===== src/rtl/dmem_port_arbiter.sv =====
// Shares one synchronous-read data memory between the CPU (priority), the VGA fetch
// port and the loader port. Starved secondaries force a one-cycle CPU stall.
module dmem_port_arbiter #(
    parameter int unsigned STARVE_LIMIT = 8
) (
    input  logic        clk,
    input  logic        reset,
    input  logic        cpu_en,
    input  logic        cpu_we,
    input  logic [7:0]  cpu_addr,
    input  logic [15:0] cpu_wdata,
    output logic [15:0] cpu_rdata,
    output logic        cpu_stall,
    input  logic        vid_req,
    input  logic [7:0]  vid_addr,
    output logic        vid_ack,
    output logic [15:0] vid_rdata,
    input  logic        ld_req,
    input  logic        ld_we,
    input  logic [7:0]  ld_addr,
    input  logic [15:0] ld_wdata,
    output logic        ld_ack,
    output logic [15:0] ld_rdata,
    output logic        m_we,
    output logic [7:0]  m_addr,
    output logic [15:0] m_wdata,
    input  logic [15:0] m_rdata
);

    typedef enum logic [0:0] {
        ST_RUN   = 1'b0,
        ST_STALL = 1'b1
    } state_t;

    typedef enum logic [1:0] {
        OWN_NONE = 2'd0,
        OWN_CPU  = 2'd1,
        OWN_VID  = 2'd2,
        OWN_LD   = 2'd3
    } owner_t;

    localparam logic [7:0] LIMIT = 8'(STARVE_LIMIT);

    state_t      state_r;
    state_t      state_nxt_s;
    owner_t      owner_s;
    logic [7:0]  vid_cnt_r;
    logic [7:0]  vid_cnt_nxt_s;
    logic [7:0]  ld_cnt_r;
    logic [7:0]  ld_cnt_nxt_s;
    logic        rr_r;          // 1'b0: vid favoured on a tie, 1'b1: ld favoured
    logic        rr_nxt_s;
    logic        vid_ack_r;
    logic        ld_ack_r;
    logic        vid_elig_s;
    logic        ld_elig_s;
    logic        vid_grant_s;
    logic        ld_grant_s;

    // Counter stops at LIMIT so a port waiting in STALL behind the other holds its claim.
    function automatic logic [7:0] wait_next(input logic [7:0] cnt, input logic req,
                                             input logic elig, input logic grant);
        logic [7:0] nxt;
        if (grant || !req) begin
            nxt = 8'd0;
        end else if (elig && (cnt < LIMIT)) begin
            nxt = cnt + 8'd1;
        end else begin
            nxt = cnt;
        end
        return nxt;
    endfunction

    assign vid_elig_s  = vid_req && !vid_ack_r;
    assign ld_elig_s   = ld_req && !ld_ack_r;
    assign vid_grant_s = (owner_s == OWN_VID);
    assign ld_grant_s  = (owner_s == OWN_LD);

    assign cpu_stall = (state_r == ST_STALL);
    assign vid_ack   = vid_ack_r;
    assign ld_ack    = ld_ack_r;
    assign cpu_rdata = m_rdata;
    assign vid_rdata = m_rdata;
    assign ld_rdata  = m_rdata;

    // Select the memory owner for this cycle.
    always_comb begin
        owner_s = OWN_NONE;
        case (state_r)
            ST_STALL: begin
                if (vid_req && (vid_cnt_r == LIMIT)) begin
                    owner_s = OWN_VID;
                end else if (ld_req && (ld_cnt_r == LIMIT)) begin
                    owner_s = OWN_LD;
                end else begin
                    owner_s = OWN_NONE;
                end
            end
            ST_RUN: begin
                if (cpu_en) begin
                    owner_s = OWN_CPU;
                end else if (vid_elig_s && ld_elig_s) begin
                    owner_s = rr_r ? OWN_LD : OWN_VID;
                end else if (vid_elig_s) begin
                    owner_s = OWN_VID;
                end else if (ld_elig_s) begin
                    owner_s = OWN_LD;
                end else begin
                    owner_s = OWN_NONE;
                end
            end
            default: begin
                owner_s = OWN_NONE;
            end
        endcase
    end

    // Wait counters, round-robin pointer and the stall decision.
    always_comb begin
        vid_cnt_nxt_s = wait_next(vid_cnt_r, vid_req, vid_elig_s, vid_grant_s);
        ld_cnt_nxt_s  = wait_next(ld_cnt_r, ld_req, ld_elig_s, ld_grant_s);
        if (vid_grant_s) begin
            rr_nxt_s = 1'b1;
        end else if (ld_grant_s) begin
            rr_nxt_s = 1'b0;
        end else begin
            rr_nxt_s = rr_r;
        end
        if ((vid_cnt_nxt_s == LIMIT) || (ld_cnt_nxt_s == LIMIT)) begin
            state_nxt_s = ST_STALL;
        end else begin
            state_nxt_s = ST_RUN;
        end
    end

    // Memory command mux; writes are suppressed while reset is held.
    always_comb begin
        m_we    = 1'b0;
        m_addr  = 8'h00;
        m_wdata = 16'h0000;
        case (owner_s)
            OWN_CPU: begin
                m_we    = cpu_we;
                m_addr  = cpu_addr;
                m_wdata = cpu_wdata;
            end
            OWN_VID: begin
                m_addr  = vid_addr;
            end
            OWN_LD: begin
                m_we    = ld_we;
                m_addr  = ld_addr;
                m_wdata = ld_wdata;
            end
            default: begin
                m_we    = 1'b0;
            end
        endcase
        if (reset) begin
            m_we = 1'b0;
        end else begin
            m_we = m_we;
        end
    end

    // State, counters, pointer and ack registers.
    always_ff @(posedge clk or posedge reset) begin
        if (reset) begin
            state_r   <= ST_RUN;
            vid_cnt_r <= 8'd0;
            ld_cnt_r  <= 8'd0;
            rr_r      <= 1'b0;
            vid_ack_r <= 1'b0;
            ld_ack_r  <= 1'b0;
        end else begin
            state_r   <= state_nxt_s;
            vid_cnt_r <= vid_cnt_nxt_s;
            ld_cnt_r  <= ld_cnt_nxt_s;
            rr_r      <= rr_nxt_s;
            vid_ack_r <= vid_grant_s;
            ld_ack_r  <= ld_grant_s;
        end
    end

endmodule


===== config.mk =====
export PLATFORM = sky130hd
export DESIGN_NAME = dmem_port_arbiter
export DESIGN_NICKNAME = d
export VERILOG_FILES = /design/src/rtl/dmem_port_arbiter.sv
export SDC_FILE = /design/constraint.sdc
export NUM_CORES = 1
export LEC_CHECK = 0
export BUFFER_PORTS_ARGS = -buffer_cell sky130_fd_sc_hd__buf_2
export CAP_MARGIN = 20
export CORE_MARGIN = 1.5
export CORE_UTILIZATION = 40
export DETAILED_ROUTE_END_ITERATION = 10
export GPL_TIMING_DRIVEN = 0
export PLACE_DENSITY = 0.86
export SLEW_MARGIN = 20
export SYNTH_ARGS = -nofsm -noshare
export SYNTH_HDL_FRONTEND = slang
export SYNTH_SLANG_ARGS = --single-unit

===== constraint.sdc =====
create_clock -name clk -period 3.28 [get_ports clk]
set_clock_uncertainty 0.05 [all_clocks]
set_input_delay 0.492 -clock clk [delete_from_list [all_inputs] [get_ports clk]]
set_output_delay 0.492 -clock clk [all_outputs]
set_load 0.05 [all_outputs]

# [Word-level counts from Yosys, hierarchy flattened]
# Index checks and enable logic that the tools add are counted.
[word_totals] word_cells=52 register_bits=20 output_inout_bits=76 in_bits=79
[op_classes] n_reduce_logical=15 addsub=2 eq_ne=7 n_mux=19 n_bitwise=1 magnitude_cmp=2
[ops] cell="$eq 8x4->1 const B" count=4
[ops] cell="$mux 8" count=4
[ops] cell="$pmux 16 s2" count=1
[ops] cell="$pmux 8 s3" count=1
[ops] cell="$add 8x1->8 const B" count=2
[ops] cell="$lt 8x4->1 const B" count=2
[ops] cell="$mux 2" count=6
[ops] cell="$logic_and 1x1->1" count=7
[ops] cell="$mux 1" count=5
[ops] cell="$eq 2x2->1 const B" count=2
[ops] cell="$logic_not 1->1" count=4
[ops] cell="$pmux 2 s2" count=1
[ops] cell="$logic_or 1x1->1" count=3
[ops] cell="$eq 2x1->1 const B" count=1
[ops] cell="$pmux 1 s2" count=1
[ops] cell="$reduce_bool 2->1" count=1
[ops] cell="$not 1->1" count=1

# [Logic depth before layout (Yosys ltp)]
[logic_depth] word_depth=13 mapped_depth=9

# [Worst setup path after synthesis]
# OpenSTA, ideal clock, no wires.
[synth_timing] kind="register to output" from="reg ld_cnt_r[6]" to="out m_we" arrival_ps=2748 required_time_ps=2738 stages_incl_launch_ff=6 path_slack_ps=-10 cell_sequence="dfrtp_1 -> or4_4 -> a211oi_4 -> mux2i_4 -> buf_6 -> a211oi_1"
[synth_between] elab_chain_len=8 word_cells_on_any_way=9 classes_between="eq/ne (3); mux (5); reduce/logical (1)"
[synth_rtl] element="start, declared" line_no="49" rtl="logic [7:0] ld_cnt_r;"
[synth_rtl] element="start signal, assigned" line_no="178" rtl="ld_cnt_r <= ld_cnt_nxt_s;"
[synth_rtl] element="$eq 8x4->1 *" line_no="93" rtl="end else if (ld_req && (ld_cnt_r == LIMIT)) begin"
[synth_rtl] element="$logic_and 1x1->1 *" line_no="93"
[synth_rtl] element="$mux 2 *" line_no="93"
[synth_rtl] element="$mux 2 *" line_no="91" rtl="if (vid_req && (vid_cnt_r == LIMIT)) begin"
[synth_rtl] element="$pmux 2 s2 *" line_no="89" rtl="case (state_r)"
[synth_rtl] element="$eq 2x2->1 / $eq 2x1->1 (equally long branches)" line_no="141" rtl="case (owner_s)"
[synth_rtl] element="$pmux 1 s2 *" line_no="141"
[synth_rtl] element="$mux 1 *" line_no="159" rtl="if (reset) begin"
[synth_rtl] element="end, declared" line_no="24" rtl="output logic m_we,"
# Mark *: on every way between the ends. The rest lies on a longest branch, timed or not.

# [Final worst setup path]
[layout_timing] from="reg ld_cnt_r[6]" to="out m_addr[0]"
[layout_between] elab_chain_len=7 word_cells_on_any_way=9 classes_between="eq/ne (4); mux (4); reduce/logical (1)"
[layout_rtl] element="$eq 8x4->1 *" line_no="93"
[layout_rtl] element="$logic_and 1x1->1 *" line_no="93"
[layout_rtl] element="$mux 2 *" line_no="93"
[layout_rtl] element="$mux 2 *" line_no="91"
[layout_rtl] element="$pmux 2 s2 *" line_no="89"
[layout_rtl] element="$eq 2x2->1 / $eq 2x1->1 (equally long branches)" line_no="141"
[layout_rtl] element="$pmux 8 s3 *" line_no="141"
[layout_rtl] element="end, declared" line_no="25" rtl="output logic [7:0] m_addr,"
# Marked as above.

==> metrics <==
Post-synth EDFFs 0; Initial Utilization 41.6%; Routed Antenna Nets 0; CP max-delay cell or4_4; total grt overflow 0; nets@finish 456; buffers added on ports 138; dpl cell area 2740 um2; initial drt markers 64; Die X 73.1 um; routed length on met3 471 um; first-pass GRT wire length 8.43 mm; Primary FF master, synth dfrtp_1; Yosys reg bits 20; Post-Syn Area per Cell 8.54 um2; PD cells 350 nW/um2; Pre-antenna DRT Iters 7; Die H 73.1 um; met2 WL post-DR 2.99 mm; Worst VDD drop 289 uV; DRC viols 0; final hold vios 0; CTS Buf Count 3; Core Rows 25; worst slew pin tran 779 ps; LEAKAGE 1.52 nW; WP data arrival 2630 ps; Num Clock Sinks 20; Fin Setup TNS 0 ps; vias in the first global route 1861; critical path required time 2740 ps; CP delay by family, top simple AND/OR/NAND/NOR gates; wl on met1 2.44 mm; vias per inst 4.97; largest net degree at the start of global routing 21; Rel. slew slack 48.0%; Diodes inserted 0; synthesized area 1960 um2; Critical Path Start Type register; critical path, cell by cell or4_4 -> a211oi_4 -> mux2i_4 -> nor3_4 -> o2bb2ai_1 -> buf_2; clock slew at reported path FFs 70 ps; worst-case clock buffer depth 2; Synth cell types 46; detailed-route via count 2182; Async S/R FF share, synth 100%; hpwl dp 4.88 mm; final critical-path share of the clock period 96.8%; RSZ-0062 raised after global routing false; H-tree depth 1; final max-slew violation count 0; gr usage total 20.2%; Fmax 0.315 GHz; outcome finished clean; FF-to-FF setup slack 1140 ps; Ys Warns 0; CP peak stage delay 590 ps; element type at the critical path end output pin; Final setup viols 0; worst path buffer plus inverter count 1; filler cell count in the final layout 442; critical-path maximum fanout 8; Crit Path Category register to output pin; I/O pin count 155; total core area 4720 um2; initial antenna violation count 0; Clock Latency Late Sink 260 ps; CTS Root Cell clkbuf_8; Max-cap violations 0; final instance area 2820 um2; gpl congestion 0.801; die area 5340 um2; Mapped Cells 230; DR WL/cell 13.6 um; register area share after synthesis 25.5%; Hold Path Class input port to asynchronous set/reset pin; post-layout min period 3170 ps; post-synthesis net count 313; share of layout cells above drive strength 1 59.7%; CTS tree done; max layer used met4; synth-to-layout area growth 43.8%; Total Wirelength 5.96 mm
-- flip-flops by register name (all words and copies together) (netlist names) --
name and count:
cpu_stall 1, ld_ack 1, ld_cnt_r 8, rr_r 1, vid_ack 1, vid_cnt_r 8
-- logic make-up after synthesis --
logic type / count (synthesis) / share of synthesized area [%]
xor gates and xnor gates: 4 / 1.78
and+or+nand+nor: 69 / 20.3
adders and majority gates: 4 / 2.55
AOI/OAI and AO/OA: 58 / 20.9
buffers and inverters: 65 / 23.2
muxes: 10 / 5.74
DFF: 20 / 25.5
-- metal layers --
metal | GRT usage, % | vias up
met5 | 0 | -
met4 | 5.03 | 0
met3 | 3.31 | 6
met2 | 35.6 | 107
met1 | 25.5 | 1022
li1 | - | 1047
-- power by group --
| group | switching [mW] | internal [mW] | total [mW] |
|---|---|---|---|
| Sequential | 0.00923 | 0.255 | 0.264 |
| Combinational | 0.370 | 0.169 | 0.539 |
| Clock | 0.0771 | 0.107 | 0.184 |
| Total | 0.457 | 0.530 | 0.987 |
-- what timing repair did --
action | 4_1_cts | 5_1_grt
endpoints found under the setup margin | 10 | 18
endpoints found under the hold margin | 0 | 0
pin swaps | 0 | 0
hold buffers | 0 | 0
gates resized for setup | 2 | 4
setup buffers | 0 | 0
-- area by class of cell --
type | count | area, um2 | share of cell area, %
plain buffers | 58 | 430 | 15.2
clock buffers | 4 | 55.1 | 1.95
inverters | 7 | 26.3 | 0.930
multi-input cells | 145 | 1040 | 36.7
flip-flops and latches | 20 | 500 | 17.7
well taps | 67 | 83.8 | 2.97
repair buffers | 138 | 691 | 24.5
-- synthesized netlist by cell type, types with 2 or more instances --
cell type	number	share of area, %
a211oi_1	3	1.1
a21oi_1	8	2.0
a21oi_2	10	4.5
and2_1	9	2.9
and4b_1	2	1.0
buf_4	50	19
buf_6	3	1.7
clkbuf_1	3	0.57
dfrtp_1	20	25
ha_1	4	2.5
inv_1	7	1.3
mux2i_1	9	4.6
nand2_1	7	1.3
nand2b_1	3	0.96
nand3_1	19	4.8
nor2_1	12	2.3
nor3_1	3	0.76
nor4_1	2	0.64
o21ai_0	18	4.6
o2bb2ai_1	9	4.0
or2_2	2	0.64
xnor2_1	3	1.3
-- per-stage QoR --
| stage | util (%) | power (mW) | std cells | setup WS [ps] | hold WS, ps |
|---|---|---|---|---|---|
| after floorplan | - | 0.680 | 230 | 267 | 406 |
| after global placement | 58.1 | 0.800 | 435 | 124 | 437 |
| after detailed placement | 58.1 | 0.806 | 435 | 33.9 | 440 |
| after CTS | 59.3 | 0.994 | 439 | 58.5 | 373 |
| after global routing | 59.8 | 1.04 | 439 | 13.6 | 422 |
| final | 59.8 | 0.987 | 439 | 105 | 340 |
-- cell usage in the layout (no fill, tap or decap), types with 4 or more instances in the layout --
cell,netlist,final
a21oi_1,8,8
a21oi_2,10,10
and2_1,9,9
buf_2,0,138
buf_4,50,50
clkbuf_8,0,4
dfrtp_1,20,20
ha_1,4,4
inv_1,7,7
mux2i_1,9,9
nand2_1,7,7
nand3_1,19,19
nor2_1,12,10
o21ai_0,18,18
o2bb2ai_1,9,9
-- final timing paths --
check,startpoint,to,cells past startpoint
worst max-delay path,ld_cnt_r[6]$_DFF_PP0_,m_addr[0],6
min in group clk,rr_r$_DFFE_PP0P_,rr_r$_DFFE_PP0P_,1
worst min-delay path,reset,ld_cnt_r[5]$_DFF_PP0_,2
max in group asynchronous,reset,vid_ack$_DFF_PP0_,2
worst min register to register,rr_r$_DFFE_PP0P_,rr_r$_DFFE_PP0P_,1
worst max register to register,vid_cnt_r[0]$_DFF_PP0_,rr_r$_DFFE_PP0P_,8
-- worst register-to-register path, delay by kind of cell (launching register included) --
kind,cells,cell delay (ps)
AOI/OAI and AO/OA,2,370
DFF,1,440
adders and majority gates,1,200
and+or+nand+nor,3,790
buffers and inverters,2,250
(Power assumes the default switching activity.)
